File: src/rtl/sm_step_planner.sv
// Planning stage for the stepper pulse generator: turns an ADC sample vs. setpoint into a
// direction + step count and hands it off with a req/ack handshake. Define STEP_CLAMP_EN to clamp N to MAX_STEPS.
module sm_step_planner #(
  parameter int SIZE        = 16,
  parameter int ADC_W       = 12,
  parameter int DEADBAND    = 4,
  parameter int SHIFT       = 2,
  parameter int MAX_STEPS   = 1000,
  parameter int ACK_TIMEOUT = 255
) (
  input  logic             clk,
  input  logic             rst,
  input  logic             data_valid_trig,
  input  logic [ADC_W-1:0] adc_data,
  input  logic [ADC_W-1:0] setpoint,
  input  logic             plan_enable,
  input  logic             drv_busy,
  output logic             drv_enable_SM,
  output logic             drv_dir,
  output logic [SIZE:0]    N,
  output logic             planner_busy,
  output logic             in_band,
  output logic             fault,
  output logic [7:0]       overrun_cnt
);

  localparam int              TO_W   = (ACK_TIMEOUT > 1) ? $clog2(ACK_TIMEOUT + 1) : 1;
  localparam logic [TO_W-1:0] TO_MAX = TO_W'(ACK_TIMEOUT);
  localparam logic [SIZE:0]   MAX_N  = (SIZE+1)'(MAX_STEPS);
  localparam logic [ADC_W:0]  DB     = (ADC_W+1)'(DEADBAND);
`ifdef STEP_CLAMP_EN
  localparam bit CLAMP = 1'b1;
`else
  localparam bit CLAMP = 1'b0;
`endif

  typedef enum logic [2:0] {
    S_IDLE, S_CALC, S_ISSUE, S_WAIT_ACK, S_WAIT_DONE
  } state_e;

  state_e           state_q, state_d;
  logic [ADC_W-1:0] adc_q, adc_d, sp_q, sp_d;
  logic [SIZE:0]    n_q, n_d;
  logic             dir_q, dir_d, req_q, req_d, inb_q, inb_d, fault_q, fault_d;
  logic [7:0]       ovr_q, ovr_d;
  logic [TO_W-1:0]  to_q, to_d;

  logic [ADC_W:0]   err, mag, mag_sh;
  logic [SIZE:0]    steps, steps_cl;

  // Move arithmetic works on the captured sample pair, so it is stable during CALC.
  always_comb begin
    err      = {1'b0, adc_q} - {1'b0, sp_q};
    mag      = err[ADC_W] ? ({1'b0, sp_q} - {1'b0, adc_q}) : err;
    mag_sh   = mag >> SHIFT;
    steps    = (SIZE+1)'(mag_sh);
    steps_cl = (CLAMP && (steps > MAX_N)) ? MAX_N : steps;
  end

  always_comb begin
    state_d = state_q;
    adc_d   = adc_q;
    sp_d    = sp_q;
    n_d     = n_q;
    dir_d   = dir_q;
    req_d   = req_q;
    inb_d   = inb_q;
    fault_d = fault_q;
    to_d    = to_q;
    ovr_d   = ovr_q;

    if (data_valid_trig && (state_q != S_IDLE) && (ovr_q != 8'hFF))
      ovr_d = ovr_q + 8'd1;

    case (state_q)
      S_IDLE: begin
        if (data_valid_trig && plan_enable && !fault_q) begin
          adc_d   = adc_data;
          sp_d    = setpoint;
          state_d = S_CALC;
        end
      end
      S_CALC: begin
        // A nonzero error that shifts down to zero steps is as good as in-band.
        if ((mag <= DB) || (steps == '0)) begin
          inb_d   = 1'b1;
          state_d = S_IDLE;
        end else begin
          n_d     = steps_cl;
          dir_d   = ~err[ADC_W];
          inb_d   = 1'b0;
          state_d = S_ISSUE;
        end
      end
      S_ISSUE: begin
        req_d   = 1'b1;
        to_d    = '0;
        state_d = S_WAIT_ACK;
      end
      S_WAIT_ACK: begin
        if (drv_busy) begin
          req_d   = 1'b0;
          state_d = S_WAIT_DONE;
        end else if (!plan_enable) begin
          req_d   = 1'b0;
          state_d = S_IDLE;
        end else if (to_q == TO_MAX) begin
          req_d   = 1'b0;
          fault_d = 1'b1;
          state_d = S_IDLE;
        end else begin
          to_d = to_q + TO_W'(1);
        end
      end
      S_WAIT_DONE: begin
        if (!drv_busy) state_d = S_IDLE;
      end
      default: state_d = S_IDLE;
    endcase

    if (!plan_enable) fault_d = 1'b0;
  end

  always_ff @(posedge clk or negedge rst) begin
    if (!rst) begin
      state_q <= S_IDLE;
      adc_q   <= '0;
      sp_q    <= '0;
      n_q     <= '0;
      dir_q   <= 1'b0;
      req_q   <= 1'b0;
      inb_q   <= 1'b0;
      fault_q <= 1'b0;
      to_q    <= '0;
      ovr_q   <= '0;
    end else begin
      state_q <= state_d;
      adc_q   <= adc_d;
      sp_q    <= sp_d;
      n_q     <= n_d;
      dir_q   <= dir_d;
      req_q   <= req_d;
      inb_q   <= inb_d;
      fault_q <= fault_d;
      to_q    <= to_d;
      ovr_q   <= ovr_d;
    end
  end

  assign drv_enable_SM = req_q;
  assign drv_dir       = dir_q;
  assign N             = n_q;
  assign planner_busy  = (state_q != S_IDLE);
  assign in_band       = inb_q;
  assign fault         = fault_q;
  assign overrun_cnt   = ovr_q;

endmodule

File: config.mk
export PLATFORM = sky130hd
export DESIGN_NAME = sm_step_planner
export DESIGN_NICKNAME = d
export VERILOG_FILES = /design/src/rtl/sm_step_planner.sv
export SDC_FILE = /design/constraint.sdc
export NUM_CORES = 1
export LEC_CHECK = 0
export ABC_AREA = 1
export CORE_ASPECT_RATIO = 0.7
export CORE_UTILIZATION = 40
export DETAILED_ROUTE_END_ITERATION = 8
export SLEW_MARGIN = 20
export SYNTH_ARGS = -nofsm -noshare
export SYNTH_HDL_FRONTEND = slang
export SYNTH_SLANG_ARGS = --single-unit
File: constraint.sdc
create_clock -name clk -period 2.15 [get_ports clk]
set_input_delay 0.645 -clock clk [delete_from_list [all_inputs] [get_ports clk]]
set_output_delay 0.645 -clock clk [all_outputs]
set_load 0.05 [all_outputs]
Word-level counts from Yosys, hierarchy flattened
Index checks and enable logic that the tools add are counted.

word-level totals
  register bits = 58
  input port bits = 29

operators by class
  muxes and demuxes = 21
  eq/ne operators = 15
  magnitude comparators = 1
  $add $sub $neg = 4
  bitwise operators = 2
  reductions and logical operators = 16

operators by type and width
  kind                 count
  $sub 12x12->13       2
  $mux 8               3
  $logic_not 17->1     1
  $add 8x1->8 const B  2
  $pmux 8 s2           1
  $mux 3               5
  $pmux 3 s5           1
  $le 13x3->1 const B  1
  $mux 13              1
  $ne 2x2->1 const B   6
  $eq 8x8->1 const B   1
  $mux 1               8
  $ne 8x8->1 const B   1
  $eq 3x2->1 const B   2
  $reduce_and 2->1     3
  $reduce_and 3->1     2
  $logic_and 1x1->1    4
  $ne 2x1->1 const B   2
  $ne 4x4->1 const B   1
  $reduce_and 4->1     1
  $eq 3x1->1 const B   1
  $eq 3x3->1 const B   1
  $logic_not 3->1      1
  $reduce_bool 3->1    1
  other kinds (6)      7

Depth between registers and ports, before layout
  depth in word-level cells = 6
  mapped depth = 20
  mapped depth without buffers = 19

Least setup slack after synthesis
Ideal clock, no wire load.

  path type = register -> register
  start = register adc_q[6]
  end = register state_q[1]
  required time = 2.022 ns
  data arrival time = 2.132 ns
  period minus slack after synthesis = 2.260 ns
  path buffers = 1
  slack = -0.110 ns
  stages on the path, launching flop included = 18
  path through = dfrtp_1 > inv_1 > ha_1 > nand2_2 > inv_1 > nand2_1 > nand2_1 > nand2_1 > nand2_1 > nor2_4 > nand2_1 > nand2_2 > nand2_1 > nor2_1 > nand3_1 > o21bai_2 > buf_6 > nand3_1

on the way
  cells in the longest elaborated chain, start to end = 6
  elaborated cells between the ends (all ways) = 8
  those cells by class = add/sub: 2; order compare: 1; mux: 3; reduce/logical: 2

ends and longest elaborated chain
  element                                          RTL line  source
  start: declaration                               42        logic [ADC_W-1:0] adc_q, adc_d, sp_q, sp_d;
  start signal: assignment                         127       adc_q <= '0;
  start signal: assignment                         138       adc_q <= adc_d;
  $sub 12x12->13 (on tied branches)                53, 54
  $mux 13 (*)                                      54        mag = err[ADC_W] ? ({1'b0, sp_q} - {1'b0, adc_q}) : err;
  $le 13x3->1 or $logic_not 17->1 (tied branches)  85        if ((mag <= DB) || (steps == '0)) begin
  $logic_or 1x1->1 (*)                             85
  $mux 2 (*)                                       85
  $pmux 3 s5 (*)                                   75        case (state_q)
  end signal: assignment                           137       state_q <= state_d;
  end: declaration                                 41        state_e state_q, state_d;

Mark *: on every way between the ends. The rest lies on a longest branch, timed or not.
A chain may end at the register's enable or synchronous reset.

Worst setup path after layout
  start = register adc_q[5]
  end = register n_q[0], in the netlist N[0]

on the way
  cells in the longest elaborated chain, start to end = 6
  elaborated cells between the ends (all ways) = 8
  those cells by class = add/sub: 2; order compare: 1; mux: 1; bitwise: 1; reduce/logical: 3

ends and longest elaborated chain
  element                                          RTL line  source
  $sub 12x12->13 (on tied branches)                53, 54
  $mux 13 (*)                                      54
  $le 13x3->1 or $logic_not 17->1 (tied branches)  85
  $logic_or 1x1->1                                 85
  $not 1->1 (no source line)                       --
  $reduce_and 2->1 (no source line)                --
  end signal: assignment                           140       n_q <= n_d;
  end: declaration                                 43        logic [SIZE:0] n_q, n_d;

Marks and branches as above.

==> results.md <==
- CP endpoint kind: flip-flop
- Adder-Cell Fraction of Synth Area: 8.037%
- GRT Total Usage: 22.83%
- Pre-antenna DRT Iters: 5
- Final Non-Filler Cells: 885
- Initial core utilization: 41.47%
- Compound-gate portion of the synthesized area: 8.346%
- Clock-pin slew on the worst setup and hold paths: 0.06 ns
- Die area: between 10,000 and 15,000 um2
- FP Rows: 30
- Layout cells sized above 1: 38.71%
- Placed Area: 5296 um2
- DRC: 0
- Synth unique cells: 35
- Routed WL: 11.39 mm
- Die extent in x: approximately 120 um
- CP max stage cell: dfrtp_1
- Reg-to-reg critical path endpoint: N[0]
- Placed cells: 841
- CTS tree: yes
- Worst path buffer plus inverter count: 3
- Largest stage delay on the critical path: between 0.3 and 0.4 ns
- Clock Sinks: 58
- CP Depth: 19
- Vias: 4,205
- Largest family of logic cells by synthesized area: simple AND/OR/NAND/NOR gates
- GP Congestion: 0.9393
- DP Wirelength: ~8 mm
- DR vias/cell: 4.751
- ANT cells: 0
- Ports: 59
- Initial antenna violation count: 0
- TritonCTS Buffers: 9
- RR Startpoint: adc_q[5]
- Unrepaired setup endpoints after global routing: yes
- Bufs on Longest Clock Path: 2
- Sequential share of the synthesized area: 35.86%
- CTS HTree Levels: 3
- R2R depth: 19
- Failing checks: setup timing
- Nets: 807
- Fraction of the mapped netlist area in simple logic gates: about a third
- Worst min path class: input port to asynchronous set/reset pin
- Mean area per synthesized cell: 6.791 um2
- Final Setup Violations: 14
- Critical Path Source: adc_q[5]
- Fmax: 424.8 MHz
- Clock root buffer: clkbuf_16
- PortBufs: 52
- Setup slack, reg-to-reg: -0.20 ns
- Post-DRT Antenna Nets: 0
- Worst Setup Path Type: flip-flop to flip-flop
- Height of the die: 86.16 um
- Mux contribution to synthesized area: 0.2782%
- Crit Path Max Fanout: 6
- Max-cap violation count: 0
- WL per Instance: 12.87 um
- WP data required: 2.37 ns
- Critical Path AT: 2.58 ns
- CTS Hold Bufs: 0
- Initial drt markers: 182
- Kind of cell adding the most delay to the critical path: simple AND/OR/NAND/NOR gates
- Fin crit period: approximately 2.4 ns
- Crit start category: flip-flop
- Worst relative slew slack: 51.98%
- Final Worst Setup Slack: -0.2040 ns
- Actual slew at the worst max-slew pin: 0.7202 ns
- Final Hold Viols: 0
- Synthesized instance count: around 600
- Cells along the critical path: inv_2 -> ha_4 -> buf_4 -> nand2_2 -> nand2_2 -> inv_2 -> nand2_1 -> nand2_1 -> nand3_1 -> nand2_1 -> nand2_1 -> nand2_2 -> nand2_4 -> nor2_4 -> nand2_2 -> nor2_4 -> nand2_4 -> nand3_1 -> nand2_1
- Outcome: finished, violations left
- Mapped Area: 4048 um2
- Number of global-route vias before repair: 3,940
- Tcrit/Tclk final: 109.5%
- Clk_lat worst skew: roughly 0.33 ns
- Xor and xnor area share after synthesis: between 2 and 3%
- P&R area growth vs syn: 54.53%
- First-pass GRT wire length: 18.50 mm
- Core area: 9759 um2
- Most used cell, CP: nand2_1
- Synth warnings: 0
- Post-route cell area: 6255 um2
- FF+latch count, synth: 58
- Max-slew violation count: 0
- Largest net degree at the start of global routing: 49
- Setup crit end: N[0]
- Pre-CTS WS: -0.3827 ns
- Worst Skew: 0.007965 ns
- Remaining Overflow, GRT: 0
## metrics by stage
stage | hold slack (ns) | util (%) | TNS, ns
2_1_floorplan | 0.3494 | - | -0.1943
3_3_place_gp | 0.4579 | 54.27 | -4.683
3_5_place_dp | 0.4627 | 54.27 | -4.969
4_1_cts | 0.3878 | 60.56 | -2.482
5_1_grt | 0.4296 | 64.09 | -3.675
6_report | 0.3669 | 64.09 | -2.245
## layout make-up
class | count | area, um2
clock buffers | 10 | 239.0
well taps | 128 | 160.2
fillers | 859 | 3505
flip-flops and latches | 58 | 1451
repair buffers | 156 | 1285
multi-input cells | 428 | 2703
clock inverters | 6 | 41.29
inverters | 99 | 375.4
## worst min-delay path by stage
stage	cells past startpoint	slack, ns	to	start
after floorplan	0	0.35	N[0]	rst
after global placement	2	0.46	N[1]	N[1]
after detailed placement	2	0.46	N[10]	N[10]
after CTS	1	0.39	to_q[4]	rst
after global routing	1	0.43	to_q[3]	rst
final	1	0.37	to_q[4]	rst
## synthesized netlist by cell type (all sizes together)
| cell type | count | area (um2) |
|---|---|---|
| mux2 | 1 | 11.26 |
| clkbuf | 7 | 28.78 |
| o21bai | 2 | 18.77 |
| o21ai | 7 | 35.03 |
| a31oi | 1 | 6.260 |
| nor2 | 58 | 240.2 |
| nor3 | 2 | 10.01 |
| nor4 | 1 | 6.260 |
| clkinv | 1 | 3.750 |
| a211oi | 2 | 15.01 |
| xor2 | 6 | 52.55 |
| xnor2 | 6 | 52.55 |
| inv | 98 | 367.9 |
| nor3b | 1 | 7.510 |
| nand2 | 204 | 783.3 |
| a21boi | 1 | 7.510 |
| or2 | 1 | 6.260 |
| buf | 11 | 81.32 |
| conb | 1 | 3.750 |
| ha | 26 | 325.3 |
| nand3 | 42 | 215.2 |
| dfrtp | 58 | 1451 |
| a21oi | 48 | 247.7 |
| nand4 | 10 | 62.56 |
| o21a | 1 | 7.510 |
## worst register-to-register path, stage by stage (launching register included)
cell and delay, ns:
dfrtp_1 0.39, inv_2 0.08, ha_4 0.22, buf_4 0.16, nand2_2 0.07, nand2_2 0.06, inv_2 0.06, nand2_1 0.06
nand2_1 0.09, nand3_1 0.07, nand2_1 0.06, nand2_1 0.08, nand2_2 0.10, nand2_4 0.06, nor2_4 0.12, nand2_2 0.07
nor2_4 0.20, nand2_4 0.12, nand3_1 0.10, nand2_1 0.06
## what timing repair did
action | in CTS | in global routing
gates cloned | 3 | 0
gates resized for setup | 50 | 96
endpoints found under the setup margin | 14 | 14
pin swaps | 22 | 51
buffers inserted | 15 | 12
## sequential cells by signal, summed over array words and instances, names as in the netlist
signal         cells
sp_q              12
drv_enable_SM      1
drv_dir            1
fault              1
adc_q             12
state_q            3
N                 11
overrun_cnt        8
in_band            1
to_q               8
## layout by cell type, fill, tap and decap left out, types with 7 or more instances in the layout
cell type        netlist  layout
inv_2                  1      23
buf_4                  6     122
nor2_1                55      45
nand2_4                0      13
o21ai_0                7       7
ha_4                   0      13
a21oi_2                2       8
a21oi_1               46      38
inv_1                 97      74
nand2_2                7      55
nand3_2                1       7
clkdlybuf4s50_1        0      27
ha_1                  26       8
nor2_4                 3       9
nand3_1               41      33
nand4_1               10      10
dfrtp_1               58      58
clkbuf_16              0       9
nand2_1              197     137
## routing by layer
metal / vias to the layer above / global-route usage [%] / share of wire (%)
met5: - / 0 / 0
met4: 0 / 6.874 / 1.2
met1: 1932 / 32.30 / 48
li1: 2160 / - / -
met2: 99 / 34.88 / 45
met3: 14 / 4.654 / 5.7
## cell families (layout without fill, tap and decap cells)
family,Yosys count,count (layout)
AND/OR/NAND/NOR,319,321
buffers and inverters,117,271
AO/OA/AOI/OAI,62,62
flip-flops,58,58
adder cells (fa/ha/maj),26,26
XOR/XNOR,12,12
other,1,6
multiplexers,1,1
Power is left out: the tool's default activity adds up to more than one toggle a clock period on the data nets, which glitch-free logic cannot reach.
